[config.mk]
export PLATFORM = sky130hd
export DESIGN_NAME = l1_rr_arbiter
export DESIGN_NICKNAME = d
export VERILOG_FILES = /design/src/rtl/l1_rr_arbiter.sv
export SDC_FILE = /design/constraint.sdc
export NUM_CORES = 1
export LEC_CHECK = 0
export CAP_MARGIN = 20
export CORE_AREA = 3 3 174 176
export CTS_BUF_LIST = sky130_fd_sc_hd__clkbuf_4
export DETAILED_ROUTE_END_ITERATION = 8
export DIE_AREA = 0 0 177 179
export PLACE_DENSITY = 0.74
export SETUP_SLACK_MARGIN = 0.5
export SLEW_MARGIN = 25
export SYNTH_ARGS = -nofsm -noshare
export SYNTH_HDL_FRONTEND = slang
export SYNTH_SLANG_ARGS = --single-unit
[constraint.sdc]
create_clock -name clk -period 5.5 [get_ports clk]
set_input_delay 1.1 -clock clk [delete_from_list [all_inputs] [get_ports clk]]
set_output_delay 1.1 -clock clk [all_outputs]
set_load 0.05 [all_outputs]
[src/rtl/l1_rr_arbiter.sv]
// l1_rr_arbiter: shares the L1-to-L2 request port among the L1 requesters.
// Optional macro L1_ARB_MMU_PRIORITY_EN gives the MMU requesters (1, 3) strict priority.
module l1_rr_arbiter #(
    parameter int NUM_REQ         = 4,
    parameter int MAX_OUTSTANDING = 4,
    parameter int LEN_W           = 5
) (
    input  logic                         clk,
    input  logic                         rst,
    input  logic [NUM_REQ-1:0]           req_valid,
    output logic [NUM_REQ-1:0]           req_ready,
    input  logic [NUM_REQ*32-1:0]        req_addr,
    input  logic [NUM_REQ-1:0]           req_rnw,
    input  logic [NUM_REQ*4-1:0]         req_be,
    input  logic [NUM_REQ*32-1:0]        req_wdata,
    input  logic [NUM_REQ*LEN_W-1:0]     req_len,
    output logic                         l2_valid,
    input  logic                         l2_ready,
    output logic [31:0]                  l2_addr,
    output logic                         l2_rnw,
    output logic [3:0]                   l2_be,
    output logic [31:0]                  l2_wdata,
    output logic [LEN_W-1:0]             l2_len,
    output logic [$clog2(NUM_REQ)-1:0]   l2_id,
    input  logic                         l2_rd_valid,
    input  logic [31:0]                  l2_rd_data,
    output logic [NUM_REQ-1:0]           rsp_valid,
    output logic [31:0]                  rsp_data,
    output logic                         rsp_last,
    output logic                         proto_err
);

    localparam int IDW = $clog2(NUM_REQ);
    localparam int PW  = $clog2(MAX_OUTSTANDING);
    localparam logic [PW:0] FULL_CNT = (PW+1)'(MAX_OUTSTANDING);

    logic [IDW-1:0]     ptr_q;
    logic [NUM_REQ-1:0] elig;
    logic [NUM_REQ-1:0] pool;
    logic               stage_free;
    logic               grant_vld;
    logic [IDW-1:0]     gnt_id;
    logic [IDW-1:0]     idx;

    logic [31:0]        sel_addr;
    logic [31:0]        sel_wdata;
    logic [3:0]         sel_be;
    logic [LEN_W-1:0]   sel_len;
    logic               sel_rnw;

    logic               l2_valid_q;
    logic [31:0]        l2_addr_q;
    logic               l2_rnw_q;
    logic [3:0]         l2_be_q;
    logic [31:0]        l2_wdata_q;
    logic [LEN_W-1:0]   l2_len_q;
    logic [IDW-1:0]     l2_id_q;

    logic [IDW-1:0]     fid_q  [MAX_OUTSTANDING];
    logic [LEN_W-1:0]   flen_q [MAX_OUTSTANDING];
    logic [PW-1:0]      wp_q;
    logic [PW-1:0]      rp_q;
    logic [PW:0]        cnt_q;
    logic               fifo_full;
    logic               fifo_empty;
    logic               push;
    logic               pop;
    logic               rd_hit;
    logic               head_last;

    logic [LEN_W-1:0]   wcnt_q;
    logic [NUM_REQ-1:0] rsp_valid_q;
    logic [31:0]        rsp_data_q;
    logic               rsp_last_q;
    logic               proto_err_q;

    assign fifo_full  = (cnt_q == FULL_CNT);
    assign fifo_empty = (cnt_q == '0);
    assign stage_free = !l2_valid_q || l2_ready;
    assign elig       = req_valid & (~req_rnw | {NUM_REQ{!fifo_full}});

    // Candidate pool: MMU class wins outright when the priority build is enabled
`ifdef L1_ARB_MMU_PRIORITY_EN
    always_comb begin
        logic [NUM_REQ-1:0] mmu;
        mmu = '0;
        for (int i = 0; i < NUM_REQ; i++) begin
            mmu[i] = (i == 1) || (i == 3);
        end
        pool = ((elig & mmu) != '0) ? (elig & mmu) : elig;
    end
`else
    always_comb begin
        pool = elig;
    end
`endif

    // Round-robin scan starting at the pointer
    always_comb begin
        grant_vld = 1'b0;
        gnt_id    = ptr_q;
        idx       = ptr_q;
        for (int k = 0; k < NUM_REQ; k++) begin
            idx = ptr_q + IDW'(k);
            if (!grant_vld && stage_free && pool[idx]) begin
                grant_vld = 1'b1;
                gnt_id    = idx;
            end
        end
    end

    // Grant vector and mux of the winning request fields
    always_comb begin
        req_ready = '0;
        sel_addr  = '0;
        sel_wdata = '0;
        sel_be    = '0;
        sel_len   = '0;
        sel_rnw   = 1'b0;
        if (grant_vld) begin
            req_ready[gnt_id] = 1'b1;
        end
        for (int i = 0; i < NUM_REQ; i++) begin
            if (gnt_id == IDW'(i)) begin
                sel_addr  = req_addr[i*32 +: 32];
                sel_wdata = req_wdata[i*32 +: 32];
                sel_be    = req_be[i*4 +: 4];
                sel_len   = req_len[i*LEN_W +: LEN_W];
                sel_rnw   = req_rnw[i];
            end
        end
    end

    assign push      = grant_vld && sel_rnw;
    assign rd_hit    = l2_rd_valid && !fifo_empty;
    assign head_last = (wcnt_q == flen_q[rp_q]);
    assign pop       = rd_hit && head_last;

    // Output stage capture and round-robin pointer update
    always_ff @(posedge clk) begin
        if (rst) begin
            ptr_q      <= '0;
            l2_valid_q <= 1'b0;
            l2_addr_q  <= '0;
            l2_rnw_q   <= 1'b0;
            l2_be_q    <= '0;
            l2_wdata_q <= '0;
            l2_len_q   <= '0;
            l2_id_q    <= '0;
        end else if (grant_vld) begin
            ptr_q      <= gnt_id + IDW'(1);
            l2_valid_q <= 1'b1;
            l2_addr_q  <= sel_addr;
            l2_rnw_q   <= sel_rnw;
            l2_be_q    <= sel_be;
            l2_wdata_q <= sel_wdata;
            l2_len_q   <= sel_rnw ? sel_len : '0;
            l2_id_q    <= gnt_id;
        end else if (l2_ready) begin
            l2_valid_q <= 1'b0;
        end
    end

    // Read-return FIFO storage
    always_ff @(posedge clk) begin
        if (push) begin
            fid_q[wp_q]  <= gnt_id;
            flen_q[wp_q] <= sel_len;
        end
    end

    // Read-return FIFO pointers and occupancy
    always_ff @(posedge clk) begin
        if (rst) begin
            wp_q  <= '0;
            rp_q  <= '0;
            cnt_q <= '0;
        end else begin
            if (push) begin
                wp_q <= wp_q + PW'(1);
            end
            if (pop) begin
                rp_q <= rp_q + PW'(1);
            end
            if (push && !pop) begin
                cnt_q <= cnt_q + (PW+1)'(1);
            end else if (pop && !push) begin
                cnt_q <= cnt_q - (PW+1)'(1);
            end
        end
    end

    // Return path: route each word to the head owner, flag orphan words
    always_ff @(posedge clk) begin
        if (rst) begin
            wcnt_q      <= '0;
            rsp_valid_q <= '0;
            rsp_data_q  <= '0;
            rsp_last_q  <= 1'b0;
            proto_err_q <= 1'b0;
        end else begin
            rsp_valid_q <= '0;
            rsp_last_q  <= 1'b0;
            if (rd_hit) begin
                rsp_valid_q[fid_q[rp_q]] <= 1'b1;
                rsp_data_q  <= l2_rd_data;
                rsp_last_q  <= head_last;
                wcnt_q      <= head_last ? '0 : wcnt_q + LEN_W'(1);
            end else if (l2_rd_valid) begin
                proto_err_q <= 1'b1;
            end
        end
    end

    assign l2_valid  = l2_valid_q;
    assign l2_addr   = l2_addr_q;
    assign l2_rnw    = l2_rnw_q;
    assign l2_be     = l2_be_q;
    assign l2_wdata  = l2_wdata_q;
    assign l2_len    = l2_len_q;
    assign l2_id     = l2_id_q;
    assign rsp_valid = rsp_valid_q;
    assign rsp_data  = rsp_data_q;
    assign rsp_last  = rsp_last_q;
    assign proto_err = proto_err_q;

endmodule

After elaboration in Yosys (flattened, before gate mapping)
Memories as Yosys holds them, arrays and structs flattened. A register that Yosys moved wholly into a read port is not among the register bits.
Cells that the tools add are included.
{ "word_totals": {"register_bits": 129, "ram_bits": 28, "in_bits": 336, "wordCells": 125, "memories": 2} }
{ "op_classes": {"n_addsub": 9, "order_cmp": 8, "n_eq_ne": 5, "muxes": 52, "bitwise": 4, "n_reduce_logical": 29} }
{ "mem_list": {"columns": ["name", "words", "width", "rd", "rd_clocked_by_memory_dff", "wr", "line", "rtl"], "rows": [
  ["flen_q", 4, 5, 1, 1, 1, "60", "logic [LEN_W-1:0] flen_q [MAX_OUTSTANDING];"],
  ["fid_q", 4, 2, 1, 1, 1, "59", "logic [IDW-1:0] fid_q [MAX_OUTSTANDING];"]
]} }
{ "ops": {"columns": ["cell", "count"], "rows": [
  ["two-way mux 32 bit", 8],
  ["two-way mux 5 bit", 6],
  ["two-way mux 4 bit", 5],
  ["less-than comparator 2 x 3 -> 1 bit, second input constant", 6],
  ["two-way mux 1 bit", 18],
  ["logical AND 1 bit", 14],
  ["two-way mux 2 bit", 7],
  ["adder 2 x 1 -> 2 bit, second input constant", 4],
  ["binary-select mux 1 bit (select 2 bit)", 4],
  ["logical NOT 1 bit", 8],
  ["two-way mux 3 bit", 2],
  ["adder 5 x 1 -> 5 bit, second input constant", 1],
  ["equality test 5 bit", 1],
  ["adder 2 bit, second input constant", 2],
  ["AND 4 bit", 1],
  ["demux 1 bit (select 2 bit)", 2],
  ["equality test 2 bit, second input constant", 2],
  [">= comparator 2 x 1 -> 1 bit, second input constant", 2],
  ["NOT 4 bit", 1],
  ["OR 4 bit", 1],
  ["nonzero test 2 bit", 2],
  ["adder 3 x 1 -> 3 bit, second input constant", 1],
  ["equality test 3 bit, second input constant", 1],
  ["logical NOT 3 bit", 1],
  ["7 further kinds", 7]
]} }

Logic depth before layout (Yosys ltp)
{ "logic_depth": {"ltp_word": 30, "mapped_depth": 19, "mapped_depth_nobuf": 17} }

Worst setup path before layout
No wires, ideal clock.
{ "synth_path": {"kind": "input to output", "start": "input req_rnw[1]", "end": "output req_ready[2]", "arrival_time_ns": 3.625, "path_slack_ns": 0.775, "cell_stages": 10, "n_path_buf": 2, "cell_sequence": "nand4bb_2 -> a221oi_1 -> or4_4 -> and3b_4 -> a31o_1 -> inv_1 -> ha_1 -> clkbuf_1 -> clkbuf_1 -> and2_1"} }
{ "synth_between": {"elab_chain_len": 24} }
{ "synth_rtl": {"columns": ["item", "line", "rtl"], "rows": [
  ["start, declared", "13", "input logic [NUM_REQ-1:0] req_rnw,"],
  ["NOT 4 bit *", "80", "assign elig = req_valid & (~req_rnw | {NUM_REQ{!fifo_full}});"],
  ["OR 4 bit *", "80", null],
  ["AND 4 bit *", "80", null],
  ["binary-select mux 1 bit (select 2 bit)", "105", "if (!grant_vld && stage_free && pool[idx]) begin"],
  ["two-way mux 1 bit (not written as such)", "105", null],
  ["logical AND 1 bit", "105", null],
  ["two-way mux 1 bit", "105", null],
  ["logical NOT 1 bit", "105", null],
  ["(+8 left out)", null, null],
  ["logical AND 1 bit (2 in series)", "105", null],
  ["two-way mux 2 bit *", "105", null],
  ["named net gnt_id[1]", "42", "logic [IDW-1:0] gnt_id;"],
  ["less-than comparator 2 x 3 -> 1 bit (not written as such) or >= comparator 2 x 1 -> 1 bit (tied branches)", "121", "req_ready[gnt_id] = 1'b1;"],
  ["logical AND 1 bit (not written as such)", "121", null],
  ["two-way mux 1 bit (not written as such)", "121", null],
  ["demux 1 bit (select 2 bit) *", "121", null],
  ["two-way mux 4 bit *", "120", "if (grant_vld) begin"],
  ["end, declared", "11", "output logic [NUM_REQ-1:0] req_ready,"]
]} }
The timed path passes the listed nets; every way through them passes the cells marked *. The select of a mux whose other input is x is not followed.

Final worst setup path
{ "layout_path": {"start": "input req_rnw[2]", "end": "output req_ready[1]"} }
Same word-level chain as after synthesis.

==> run metrics <==
Max-Cap Viols=0; pin count of the biggest net entering global routing=147; outcome=finished clean; total core area=28780 µm²; Net Sw Frac=49.93%; placed standard-cell area=13380 µm²; Mapped Area=8599 µm²; initial antenna violation count=3; Final Hold Fails=0; share of total power in the clock network=9.3%; total negative setup slack=0 ns; final setup violation count=0; H-Tree Depth=4; R2R setup slack=~1.3 ns; YS warnings=0; Post-Synth XOR/XNOR Area=under 10%; CTS tree=done; P_sw=around 3.7 mW; Hold Path Origin=rsp_data[14]; vias=9521; wire length per cell after detailed routing=18.89 µm; synth top area cells=dfxtp_1, a21oi_1, edfxtp_1, nand2_1, nand3b_1; Area Growth Syn to Fin=60.95%; fin cells=1880; clk sink count=between 150 and 200; Worst Max-Slew Pin Slew=0.7628 ns; clk buf depth=2; first-pass GRT wire length=50710 µm; critical path required time=4.40 ns; mux cell area share after synthesis=2.066%; Synth Area in Simple Gates=roughly a quarter; asr flop ratio synth=0%; Synth Area in Compound Gates=24.57%; Seq/Total Area, Yosys=~40%; Tot Pwr=7.492 mW; worst skew pair latency=0.55 ns; most area-hungry cell type in the Yosys netlist=dfxtp_1; CP endpoint=req_ready[1]; worst r2r dst=cnt_q[2]; root buf cell=clkbuf_4; Die Area=around 32000 µm²; top cell type's share of synthesized area=30.50%; clock slew seen by the registers of the worst setup and hold paths=0.13 ns; Data arrival, critical path=around 3.8 ns; Combinational Power Share=approximately 67%; syn_nets=1436; Antenna Nets Post-Route=0; Adder-Cell Fraction of Synth Area=1.688%; Top Ports=455; number of remaining DRC errors=0; top_reg_cell synth=dfxtp_1; maximum VDD drop=~0.37 mV; Port Buffers=between 400 and 500; WHS Path Cells=2; Die X=between 150 and 200 µm; Slew Viols, Final=0; Peak Freq=203.2 MHz; leakage power=4.753 nW; RD Place Congestion=around 0.9; Pwr per Cell Area=541.3 nW/µm²; Starting Density=29.88%; worst r2r path cells=16; crit path kind=primary input to output port; RSZ-0062 raised after global routing=true; cell-internal power=3.751 mW; row cnt=62; share of layout cells above drive strength 1=6.158%; CP max FO=36; NumNets Final=1828; period utilization=about nine tenths; placed cells=1840; Final Skew=about 0.031 ns; Overall Global Routing Usage=20.54%; startpoint types=primary input; crit path from=req_rnw[2]; vias in the first global route=8758; Sequential Power Share=23.8%; Min Clock Period, post-route=around 4.9 ns; Final Instance Area=13840 µm²; post-synthesis cell type count=65; post-DP HPWL=24970 µm; CTS Buf Count=17; Reg-to-Reg Start=ptr_q[1]; Mean Syn Cell Area=7.897 µm²; gr ovfl total=0; CP endpoint kind=output port; DIE HEIGHT=approximately 180 µm; slew margin rel.=roughly half; HP Class=flop to flop; Post-Syn Instances=1089; Vias/cell=between 5 and 6; Starting DRT DRC Count=658; EDFF count, synth=28; largest family of logic cells by synthesized area=compound AO/OA/AOI/OAI gates; DR pass1 iterations=5; WL final=around 36000 µm; Yosys reg bits=roughly 160
-- critical path: stages --
cell	delay [ns]
clkdlybuf4s50_1	0.53
nand4bb_2	0.25
a32oi_2	0.33
a22oi_2	0.12
a21o_1	0.19
nor3_2	0.27
a21o_2	0.21
ha_4	0.24
buf_16	0.21
and2_1	0.20
buf_12	0.14
-- metal layers --
layer	share of wire [%]	GRT usage (%)	vias to the layer above
met5	0.037	0	-
met4	2.6	5.728	2
met3	9.9	6.353	70
met2	48	33.69	457
met1	40	26.17	4372
li1	-	-	4620
-- kinds of logic (layout without fill, tap and decap cells) --
family | count (synthesis) | count (layout)
compound gates | 359 | 359
xor+xnor | 13 | 13
fa+ha+maj | 11 | 11
buf+inv | 107 | 512
flops | 159 | 159
mux | 9 | 9
other cells | 0 | 2
simple gates | 431 | 431
-- power by group through the flow --
stage	sequential [mW]	combinational, mW	clock (mW)
after CTS	1.78	4.89	0.732
after global placement	1.79	4.68	0
after detailed placement	1.80	4.72	0
after global routing	1.82	5.39	0.773
after floorplan	2.67	2.32	0
final	1.78	5.02	0.694
-- cells in the final DEF (no fill, tap or decap), types with 4 or more instances in the layout --
master,Yosys,layout
ha_4,0,4
mux4_2,7,7
xnor2_1,7,7
inv_1,7,7
o21ai_0,48,48
nand4_1,4,4
ha_1,10,6
xor2_1,6,6
nand3b_1,71,71
a21oi_1,183,182
buf_12,1,7
dfxtp_1,131,131
a221oi_1,9,9
a22oi_1,5,5
edfxtp_1,28,28
buf_4,1,11
o21ai_1,24,24
nor2_1,94,94
nor2b_1,10,9
clkbuf_4,0,18
o211ai_1,65,65
and2_1,9,9
clkdlybuf4s50_1,0,449
nand2_1,215,215
nor3_1,5,4
-- per-stage QoR --
stage | utilization (%) | setup slack [ns] | hold WS [ns]
6_report | 48.09 | 0.5793 | 0.4640
5_1_grt | 48.07 | 0.4471 | 0.4775
4_1_cts | 47.70 | 0.4452 | 0.4665
3_5_place_dp | 46.50 | 0.2987 | 0.4479
3_3_place_gp | 46.50 | 0.3281 | 0.4405
2_1_floorplan | - | 0.7752 | 0.4779
-- what timing repair did --
action | 4_1_cts | 5_1_grt
setup buffers | 0 | 1
gates cloned | 2 | 2
setup endpoints to repair | 2 | 2
hold buffers | 0 | 0
gates resized for setup | 3 | 5
-- registers in the layout (all words and copies together), names as in the netlist, named ones only --
signal	count
l2_addr	32
l2_wdata	32
rsp_data	32
flen_q	20
fid_q	8
l2_len	5
wcnt_q	5
l2_be	4
rsp_valid	4
cnt_q	3
l2_id	2
ptr_q	2
rp_q	2
wp_q	2
l2_rnw	1
l2_valid	1
proto_err	1
rsp_last	1
-- cell type report --
class	count	area (µm²)
Antenna cell	2	5.005
Multi-Input combinational cell	823	4735
Inverter	8	30.03
Clock inverter	14	132.6
Sequential cell	159	3463
Fill cell	2731	14940
Timing Repair Buffer	472	4860
Clock buffer	18	135.1
Tap cell	384	480.5
-- cell usage after synthesis (all sizes together), types with 4 or more instances --
master / number
inv: 8
nand2: 215
a221oi: 9
nor2: 94
buf: 9
clkbuf: 90
xnor2: 7
nor2b: 10
nand3b: 71
a21oi: 184
dfxtp: 131
xor2: 6
nand4bb: 4
o211ai: 65
and2: 10
o21ai: 72
edfxtp: 28
ha: 10
mux4: 7
nor3: 6
nand4: 4
a22oi: 7
-- how the worst min path moves through the flow --
stage	to
after global routing	rsp_data[0]
after CTS	rsp_data[14]
after floorplan	wcnt_q[1]
after detailed placement	rsp_data[30]
final	rsp_data[14]
after global placement	rsp_data[27]
(Power assumes the default switching activity.)
